**src/rtl/apb_multi_timer.sv**
```systemverilog
// ---------------------------------------------------------------------------
// apb_multi_timer
//   APB slave timer. One free-running CNT_W-bit counter is compared against
//   NUM_CH compare registers. It has an optional power-of-two prescaler,
//   per-channel write-1-to-clear interrupt status, a periodic mode that
//   reloads on compare channel 0, and a debug-halt handshake.
//
// Ports
//   clk, rst_n          clock, asynchronous active-low reset
//   psel, penable,      APB request (write commits on the clock edge that
//   pwrite, paddr,        ends the access phase); paddr[1:0] are ignored
//   pwdata, pstrb       write data and byte strobes (applied to all registers)
//   prdata              read data, driven only during a read access phase
//   pready              always 1 (zero wait states)
//   pslverr             error on an illegal TCR write, during the access phase
//   dbg_mode            CPU debug mode, gates the halt request
//   ch_int[NUM_CH]      per-channel interrupt, TISR & TIER
//   tim_int             OR of ch_int
//
// Register map (byte addresses)
//   0x000 TCR    [0] en  [1] div_en  [2] periodic  [11:8] div_val
//   0x004 TDR lo / 0x008 TDR hi     counter value
//   0x010+8n / 0x014+8n             TCMPn lo / hi
//   0x040 TIER   0x044 TISR (W1C)   0x048 THCSR [0] halt_req  [1] halt_ack
// ---------------------------------------------------------------------------
module apb_multi_timer #(
    parameter int CNT_W  = 64,
    parameter int NUM_CH = 4
) (
    input  logic              clk,
    input  logic              rst_n,
    input  logic              psel,
    input  logic              penable,
    input  logic              pwrite,
    input  logic [11:0]       paddr,
    input  logic [31:0]       pwdata,
    input  logic [3:0]        pstrb,
    output logic [31:0]       prdata,
    output logic              pready,
    output logic              pslverr,
    input  logic              dbg_mode,
    output logic [NUM_CH-1:0] ch_int,
    output logic              tim_int
);

    // Word addresses (paddr[11:2])
    localparam logic [9:0] A_TCR       = 10'h000;
    localparam logic [9:0] A_TDR_LO    = 10'h001;
    localparam logic [9:0] A_TDR_HI    = 10'h002;
    localparam logic [9:0] A_TCMP_BASE = 10'h004;
    localparam logic [9:0] A_TIER      = 10'h010;
    localparam logic [9:0] A_TISR      = 10'h011;
    localparam logic [9:0] A_THCSR     = 10'h012;

    // Replace only the bytes whose strobe is set.
    function automatic logic [31:0] strb_merge(input logic [31:0] old_v,
                                               input logic [31:0] new_v,
                                               input logic [3:0]  strb);
        logic [31:0] res;
        for (int b = 0; b < 4; b++) begin
            res[8*b +: 8] = strb[b] ? new_v[8*b +: 8] : old_v[8*b +: 8];
        end
        return res;
    endfunction

    // State
    logic              en_q,       en_d;
    logic              div_en_q,   div_en_d;
    logic              periodic_q, periodic_d;
    logic [3:0]        div_val_q,  div_val_d;
    logic [7:0]        presc_q,    presc_d;
    logic [CNT_W-1:0]  cnt_q,      cnt_d;
    logic [CNT_W-1:0]  tcmp_q [NUM_CH];
    logic [CNT_W-1:0]  tcmp_d [NUM_CH];
    logic [NUM_CH-1:0] tier_q,     tier_d;
    logic [NUM_CH-1:0] tisr_q,     tisr_d;
    logic              halt_req_q, halt_req_d;
    logic              halt_ack_q, halt_ack_d;

    // Decode and helpers
    logic              wr_en, rd_en;
    logic [9:0]        word;
    logic [31:0]       tcr_rd, tcr_wr, tier_wr, rd_data;
    logic              tcr_err, tcr_wr_ok;
    logic [8:0]        presc_lim;
    logic              tick;
    logic [63:0]       cnt_ext;
    logic [63:0]       tcmp_ext [NUM_CH];
    logic [NUM_CH-1:0] match, tisr_clr;

    assign wr_en  = psel && penable && pwrite;
    assign rd_en  = psel && penable && !pwrite;
    assign word   = paddr[11:2];
    assign pready = 1'b1;

    // Zero-extended views so the word slicing is identical for CNT_W 32 and 64;
    // upper words simply read 0 and truncate away on write when CNT_W is 32.
    assign cnt_ext = 64'(cnt_q);
    always_comb begin
        for (int n = 0; n < NUM_CH; n++) begin
            tcmp_ext[n] = 64'(tcmp_q[n]);
        end
    end

    // TCR: the byte-merged write value is what gets checked, so a write whose
    // strobes skip byte 1 cannot disturb div_val.
    assign tcr_rd    = {20'h0, div_val_q, 5'h0, periodic_q, div_en_q, en_q};
    assign tcr_wr    = strb_merge(tcr_rd, pwdata, pstrb);
    assign tcr_err   = (tcr_wr[11:8] > 4'd8) ||
                       (en_q && ((tcr_wr[1] != div_en_q) || (tcr_wr[11:8] != div_val_q)));
    assign tcr_wr_ok = wr_en && (word == A_TCR) && !tcr_err;
    assign pslverr   = wr_en && (word == A_TCR) && tcr_err;

    always_comb begin
        // NOTE: every always_comb output gets a default first so no path can infer a latch.
        en_d       = en_q;
        div_en_d   = div_en_q;
        periodic_d = periodic_q;
        div_val_d  = div_val_q;
        if (tcr_wr_ok) begin
            en_d       = tcr_wr[0];
            div_en_d   = tcr_wr[1];
            periodic_d = tcr_wr[2];
            div_val_d  = tcr_wr[11:8];
        end
    end

    // Prescaler: terminal count 2^div_val-1 (div_val never exceeds 8).
    assign presc_lim = (9'd1 << div_val_q) - 9'd1;
    assign tick      = en_q && !halt_ack_q && (!div_en_q || (presc_q == presc_lim[7:0]));

    always_comb begin
        presc_d = presc_q;
        if (!en_q || !div_en_q) begin
            presc_d = '0;
        end else if (halt_ack_q) begin
            presc_d = presc_q;
        end else if (tick) begin
            presc_d = '0;
        end else begin
            presc_d = presc_q + 8'd1;
        end
    end

    // Counter: a software write wins over a tick in the same cycle.
    always_comb begin
        cnt_d = cnt_q;
        if (wr_en && (word == A_TDR_LO)) begin
            cnt_d = CNT_W'({cnt_ext[63:32], strb_merge(cnt_ext[31:0], pwdata, pstrb)});
        end else if (wr_en && (word == A_TDR_HI)) begin
            cnt_d = CNT_W'({strb_merge(cnt_ext[63:32], pwdata, pstrb), cnt_ext[31:0]});
        end else if (tick) begin
            cnt_d = (periodic_q && (cnt_q == tcmp_q[0])) ? '0 : cnt_q + CNT_W'(1);
        end
    end

    // Compare registers and level-sensitive match (fires while stopped too).
    always_comb begin
        for (int n = 0; n < NUM_CH; n++) begin
            tcmp_d[n] = tcmp_q[n];
            if (wr_en && (word == A_TCMP_BASE + 10'(2*n))) begin
                tcmp_d[n] = CNT_W'({tcmp_ext[n][63:32],
                                    strb_merge(tcmp_ext[n][31:0], pwdata, pstrb)});
            end else if (wr_en && (word == A_TCMP_BASE + 10'(2*n + 1))) begin
                tcmp_d[n] = CNT_W'({strb_merge(tcmp_ext[n][63:32], pwdata, pstrb),
                                    tcmp_ext[n][31:0]});
            end
            match[n] = (cnt_q == tcmp_q[n]);
        end
    end

    // Interrupt enable/status. A match in the clearing cycle keeps the bit set.
    assign tier_wr  = strb_merge(32'(tier_q), pwdata, pstrb);
    assign tisr_clr = (wr_en && (word == A_TISR) && pstrb[0]) ? pwdata[NUM_CH-1:0] : '0;

    always_comb begin
        tier_d = tier_q;
        if (wr_en && (word == A_TIER)) begin
            tier_d = tier_wr[NUM_CH-1:0];
        end
        tisr_d = (tisr_q & ~tisr_clr) | match;
    end

    // Debug halt: ack only while the CPU is actually in debug mode.
    always_comb begin
        halt_req_d = halt_req_q;
        if (wr_en && (word == A_THCSR) && pstrb[0]) begin
            halt_req_d = pwdata[0];
        end
        halt_ack_d = halt_req_q && dbg_mode;
    end

    // Read mux
    always_comb begin
        rd_data = '0;
        case (word)
            A_TCR:    rd_data = tcr_rd;
            A_TDR_LO: rd_data = cnt_ext[31:0];
            A_TDR_HI: rd_data = cnt_ext[63:32];
            A_TIER:   rd_data = 32'(tier_q);
            A_TISR:   rd_data = 32'(tisr_q);
            A_THCSR:  rd_data = {30'h0, halt_ack_q, halt_req_q};
            default:  rd_data = '0;
        endcase
        for (int n = 0; n < NUM_CH; n++) begin
            if (word == A_TCMP_BASE + 10'(2*n))     rd_data = tcmp_ext[n][31:0];
            if (word == A_TCMP_BASE + 10'(2*n + 1)) rd_data = tcmp_ext[n][63:32];
        end
    end

    assign prdata  = rd_en ? rd_data : '0;
    assign ch_int  = tisr_q & tier_q;
    assign tim_int = |ch_int;

    always_ff @(posedge clk or negedge rst_n) begin
        if (!rst_n) begin
            en_q       <= 1'b0;
            div_en_q   <= 1'b0;
            periodic_q <= 1'b0;
            div_val_q  <= 4'd1;
            presc_q    <= '0;
            cnt_q      <= '0;
            // NOTE: the compare array is a handful of flops with a defined reset value, so it is reset like any other register rather than left as uninitialised storage.
            for (int n = 0; n < NUM_CH; n++) begin
                tcmp_q[n] <= '1;
            end
            tier_q     <= '0;
            tisr_q     <= '0;
            halt_req_q <= 1'b0;
            halt_ack_q <= 1'b0;
        end else begin
            // NOTE: non-blocking assignments so every flop samples the pre-edge value of its neighbours.
            en_q       <= en_d;
            div_en_q   <= div_en_d;
            periodic_q <= periodic_d;
            div_val_q  <= div_val_d;
            presc_q    <= presc_d;
            cnt_q      <= cnt_d;
            for (int n = 0; n < NUM_CH; n++) begin
                tcmp_q[n] <= tcmp_d[n];
            end
            tier_q     <= tier_d;
            tisr_q     <= tisr_d;
            halt_req_q <= halt_req_d;
            halt_ack_q <= halt_ack_d;
        end
    end

    // Bits that are intentionally not consumed.
    logic unused_bits;
    assign unused_bits = &{1'b0, paddr[1:0], tcr_wr[31:12], tcr_wr[7:3],
                           presc_lim[8], tier_wr[31:NUM_CH]};

endmodule

```
**config.mk**
```make
export PLATFORM = sky130hd
export DESIGN_NAME = apb_multi_timer
export DESIGN_NICKNAME = d
export VERILOG_FILES = /design/src/rtl/apb_multi_timer.sv
export SDC_FILE = /design/constraint.sdc
export NUM_CORES = 1
export LEC_CHECK = 0
export CAP_MARGIN = 10
export CORE_ASPECT_RATIO = 1.1
export CORE_MARGIN = 8
export CORE_UTILIZATION = 55
export DETAILED_ROUTE_END_ITERATION = 12
export PLACE_DENSITY = 0.73
export SLEW_MARGIN = 10
export SYNTH_ARGS = -nofsm -noshare
export SYNTH_HDL_FRONTEND = slang
export SYNTH_SLANG_ARGS = --single-unit
```
**constraint.sdc**
```tcl
create_clock -name clk -period 7.5 [get_ports clk]
set_clock_uncertainty 0.05 [all_clocks]
set_input_delay 0.75 -clock clk [delete_from_list [all_inputs] [get_ports clk]]
set_output_delay 0.75 -clock clk [all_outputs]
set_load 0.05 [all_outputs]
```
### Yosys cells after proc, flatten, opt, wreduce, memory -nomap -nowiden

Cells that the tools add are included.

* memories: 0
* bits in writable memories: 0
* word-level logic and storage cells: 202
* latch bits: 0
* bits in read-only memories: 0
* register bits: 345

* magnitude comparators: 1
* multiply operators: 0
* reductions and logical operators: 81
* add/sub/neg operators: 3
* equality and inequality tests: 30
* shifts and indexed selects: 1
* muxes and demuxes: 28
* bitwise logic cells: 9
* divide/modulo/power cells: 0

Operators by type and width (number)
* 2-to-1 mux 32 bit: 14
* == test 64 bit: 4
* 2-to-1 mux 64 bit: 3
* one-hot mux 32 bit (6 select lines): 1
* AND reduction 3 bit: 24
* adder 64 x 1 -> 64 bit, second input constant: 1
* 2-to-1 mux 8 bit: 7
* == test 10 x 3 -> 1 bit, second input constant: 4
* == test 10 x 4 -> 1 bit, second input constant: 4
* AND reduction 2 bit: 18
* == test 10 x 5 -> 1 bit, second input constant: 3
* logical AND 1 bit: 26
* inequality test 2 bit, second input constant: 9
* == test 10 x 1 -> 1 bit, second input constant: 1
* == test 10 x 2 -> 1 bit, second input constant: 1
* logical NOT 10 bit: 1
* adder 8 x 1 -> 8 bit, second input constant: 1
* AND 4 bit: 2
* == test 8 bit: 1
* 2-to-1 mux 4 bit: 2
* left shift 1 x 4 -> 8 bit, first input constant: 1
* subtractor 8 x 1 -> 8 bit, second input constant: 1
* logical NOT 1 bit: 5
* NOT 1 bit: 5
* other kinds (10): 14

### Longest topological paths before layout

* depth in word-level cells: 11
* gate-level depth with buffers: 12
* depth with buffers taken out: 9

### Least setup slack after synthesis

Ideal clock, no wire load.

* kind: in2out
* start point: input port paddr[7]
* end point: output port prdata[15]
* cell stages on the path: 9
* arrival: 3666 ps
* slack: 3034 ps
* path buffers: 3
* cells stage by stage: or4_1 > clkbuf_1 > nor2_1 > clkbuf_1 > clkbuf_1 > a21oi_1 > o21ai_0 > a21oi_1 > nor3_1

* longest elaborated chain between the ends: 11
* elaborated cells on any way between the ends: 24
* those cells by class: eq/ne: 13; mux: 10; reduce/logical: 1

RTL lines
* start, declared: line 35 `input logic [11:0] paddr,`
* == test 10 x 5 -> 1 bit, or another cell as far along: line 196 `case (word)`
* one-hot mux 32 bit (6 select lines): line 196
* 2-to-1 mux 32 bit: line 206 `if (word == A_TCMP_BASE + 10'(2*n)) rd_data = tcmp_ext[n][31:0];`
* 2-to-1 mux 32 bit: line 207 `if (word == A_TCMP_BASE + 10'(2*n + 1)) rd_data = tcmp_ext[n][63:32];`
* 2-to-1 mux 32 bit: line 206
* 2-to-1 mux 32 bit: line 207
* 2-to-1 mux 32 bit: line 206
* 2-to-1 mux 32 bit: line 207
* 2-to-1 mux 32 bit: line 206
* 2-to-1 mux 32 bit (*): line 207
* 2-to-1 mux 32 bit (*): line 211 `assign prdata = rd_en ? rd_data : '0;`
* end, declared: line 38 `output logic [31:0] prdata,`

Every way passes the cells marked *; elsewhere a longest branch is shown, timed or not.

### Final worst setup path

* start point: input port paddr[3]
* end point: output port prdata[7]

The elaborated chain is that of the path after synthesis.

==> results.md <==
- Status: completed
- Buffers on Ports: 89
- Util after Layout: 0.624
- Remaining routing DRC violations: 0
- YS warnings: 0
- Slowest cell on crit path: or4b_2
- Top flip-flop cell by instance count after synthesis: dfstp_2
- Area delta synth->final: 12.2%
- Post-synth EDFFs: 0
- Fraction of registers with async set/reset: 1.00
- Crit path arrival time: 5.51 ns
- CTS H-Tree Depth: 2
- R2R depth: 9
- Critical Path Start Type: input port
- Yosys top cell by area: dfstp_2
- Die X: 206 microns
- Wire length reported by the detailed router: 96.3 mm
- Final setup violation count: 0
- Setup repair after global routing missed its margin: no
- Number of instances resized during post-cts repair: 0
- Worst Setup End Kind: primary output
- Total count of hold-check failures in the final report: 0
- Data required time of the critical path: 6.70 ns
- Sequential fraction of the synthesis area: 0.412
- Min Tclk post-route: 6.31 ns
- DR iter-0 viols: 2768
- Synthesized netlist cell count: 2161
- Biggest area contributors in the synthesized netlist: dfstp_2, mux2_2, dfrtp_1
- Proportion of layout cells with a drive suffix above 1: 0.321
- Worst-case clock buffer depth: 3
- Met3 wire length: 12.3 mm
- Dpl hpwl: 70.1 mm
- Worst skew pair latency: 0.59 ns
- Share of the clock period used by the worst path: 0.841
- Clock-pin slew on the worst setup and hold paths: 0.06 ns
- Core area: 39100 sq um
- Most frequent cells after synthesis: mux2_2, dfstp_2, xnor2_1, nand2_1
- Top achievable clock speed: 158 MHz
- Number of nets with antenna violations after routing: 0
- Number of clock sinks seen by CTS: 345
- Sum of buffers and inverters on the critical path: 5
- Number of filler cells placed in the layout: 3257
- R2r endpoint: cnt_ext[39]
- Relative slew slack: 0.226
- Start-to-end type of the worst setup path: input port to primary output
- Cell at the root of the clock tree: clkbuf_16
- Cell seen most often among critical-path stages: buf_4
- Register bit count reported by yosys: 345
- Vias in the first global route: 18600
- DRT Pass-1 Iters: 8
- Syn avg cell area: 10.1 sq um
- Post-Syn Area: 21700 sq um
- PwrDens: 177 nW/um^2
- Die Span Y: 225 microns
- Static leakage: 9.53 nW
- Via density per instance: 7.36
- Max Slew Vio Count: 0
- Ordered list of cells on the worst path: clkdlybuf4s50_1, buf_4, or4b_2, nor3_4, buf_4, buf_4, a22oi_1, nand2_1, a21oi_1, nor3_1, clkdlybuf4s50_1
- Initial antenna violation count: 9
- Setup TNS: 0 ns
- Starting density of the core: 0.556
- Number of primary I/O pins: 93
- Type of the worst min-delay path: input port to asynchronous set/reset pin
- Wire length per cell after detailed routing: 35.9 microns
- Dominant cell by count in the synthesized netlist: mux2_2
- Largest stage delay on the critical path: 1.02 ns
- NumNets Final: 2202
- Top cell type's share of synthesized area: 0.311
- Detailed-routing wirelength on met1: 35.6 mm
- Total via count in the routed design: 19800
- GPL Wtd Cong: 1.07
- First-pass GRT wire length: 137 mm
- Register-to-register path setup slack: 2.92 ns
- Total track usage: 0.410
- GRT Residual Overflow: 0
- Full die area: 46200 sq um
- Inserted Clock Buffers: 41
- Worst-case vdd ir drop: 0.196 mV
- Post-CTS Hold Fix Bufs: 0
- TritonCTS clock tree: built
- Largest driver fanout on the critical path: 29
- Count of buffers added by post-CTS timing repair for setup: 0
- R2R Path Start: div_val_q[3]
- Hold Slack: 0.123 ns
- Cell class contributing the biggest share of worst-path delay: buffers and inverters
- Top Layer Used: met5
- Net count of the mapped netlist: 2218
- Slew at the pin with the worst max-slew slack: 1.16 ns
- # Max-Cap Violations: 0
- Distinct cell type count of the synthesized netlist: 83
- Met2 Routed Length: 40.8 mm
- Pin count of the biggest net entering global routing: 148
- Number of rows in the core area: 76
[placed cells by master, fill, tap and decap left out, types with 9 or more instances in the layout]
cell type and count:
a31oi_1 10, and2_1 20, xnor2_1 162, mux2_2 286
or3_1 10, nand2_1 157, o41ai_1 10, nand4_1 72
nand3_1 31, o21ai_0 130, a22o_1 26, nor3_1 35
dfstp_2 257, o31ai_1 14, a221oi_1 10, clkdlybuf4s50_1 88
nor2_1 78, o2bb2ai_1 20, a21o_1 9, xor2_1 105
and3_1 22, a22oi_1 66, nand2b_1 9, clkbuf_8 9
a21oi_1 73, inv_1 34, nor4_1 40, a222oi_1 13
o22ai_1 31, dfrtp_1 88, a21boi_0 14, a32oi_1 10
clkbuf_16 45, buf_4 39
[flip-flops by register name, indices dropped and copies added, names as in the netlist]
register,flops
halt_req_q,1
div_val_q,4
tcmp_ext,256
periodic_q,1
presc_q,8
tier_q,4
en_q,1
tisr_q,4
div_en_q,1
cnt_ext,64
halt_ack_q,1
[final cells by class]
cell class                 count  area (sq um)  area share
tap                          507           634      0.0260
clock inverter                15           239     0.00979
timing repair buffer         130          1230      0.0504
multi-input combinational   1593         11900       0.489
sequential                   345          8950       0.367
clock buffer                  59          1270      0.0520
inverter                      34           128     0.00523
antenna                        4          10.0    0.000410
[where the power goes]
part / total [mW] / leakage [nW] / internal, mW / switching (mW)
Sequential: 1.89 / 3.79 / 1.88 / 0.0105
Clock: 2.25 / 0.731 / 1.38 / 0.869
Combinational: 0.188 / 5.01 / 0.0501 / 0.138
Total: 4.33 / 9.53 / 3.31 / 1.02
[cells by family (layout without fill, tap and decap cells)]
| kind of cell | count (synthesis) | in the layout | share of synthesized area |
|---|---|---|---|
| buf+inv | 223 | 238 | 0.0428 |
| flops | 345 | 345 | 0.412 |
| simple gates | 522 | 522 | 0.123 |
| mux | 294 | 294 | 0.152 |
| xor+xnor | 267 | 267 | 0.108 |
| fa+ha+maj | 3 | 3 | 0.00173 |
| compound gates | 506 | 506 | 0.161 |
| other cells | 1 | 5 | 0.000172 |
[per-stage QoR]
stage               setup WS (ns)  total power, mW  instance area (sq um)  std cells
finish                       1.19             4.33                  24400       2687
global route                 1.23             4.41                  24400       2683
CTS                          1.36             4.32                  24400       2683
detailed placement           1.36             2.10                  22900       2609
global placement             1.36             2.09                  22900       2609
floorplan                    3.03             1.98                  21700       2161
[how the worst max path moves through the flow]
stage	startpoint	endpoint	slack, ns	depth (start not counted)
2_1_floorplan	paddr[7]	prdata[15]	3.03	9
3_3_place_gp	paddr[3]	prdata[7]	1.36	11
3_5_place_dp	paddr[3]	prdata[7]	1.36	11
4_1_cts	paddr[3]	prdata[7]	1.36	11
5_1_grt	paddr[3]	prdata[28]	1.23	11
6_report	paddr[3]	prdata[7]	1.19	11
[layer usage]
metal,up-vias,track usage
met1,9891,0.531
met2,1576,0.596
met4,6,0.245
met3,420,0.123
li1,7884,-
met5,-,0
(Power assumes the default switching activity.)
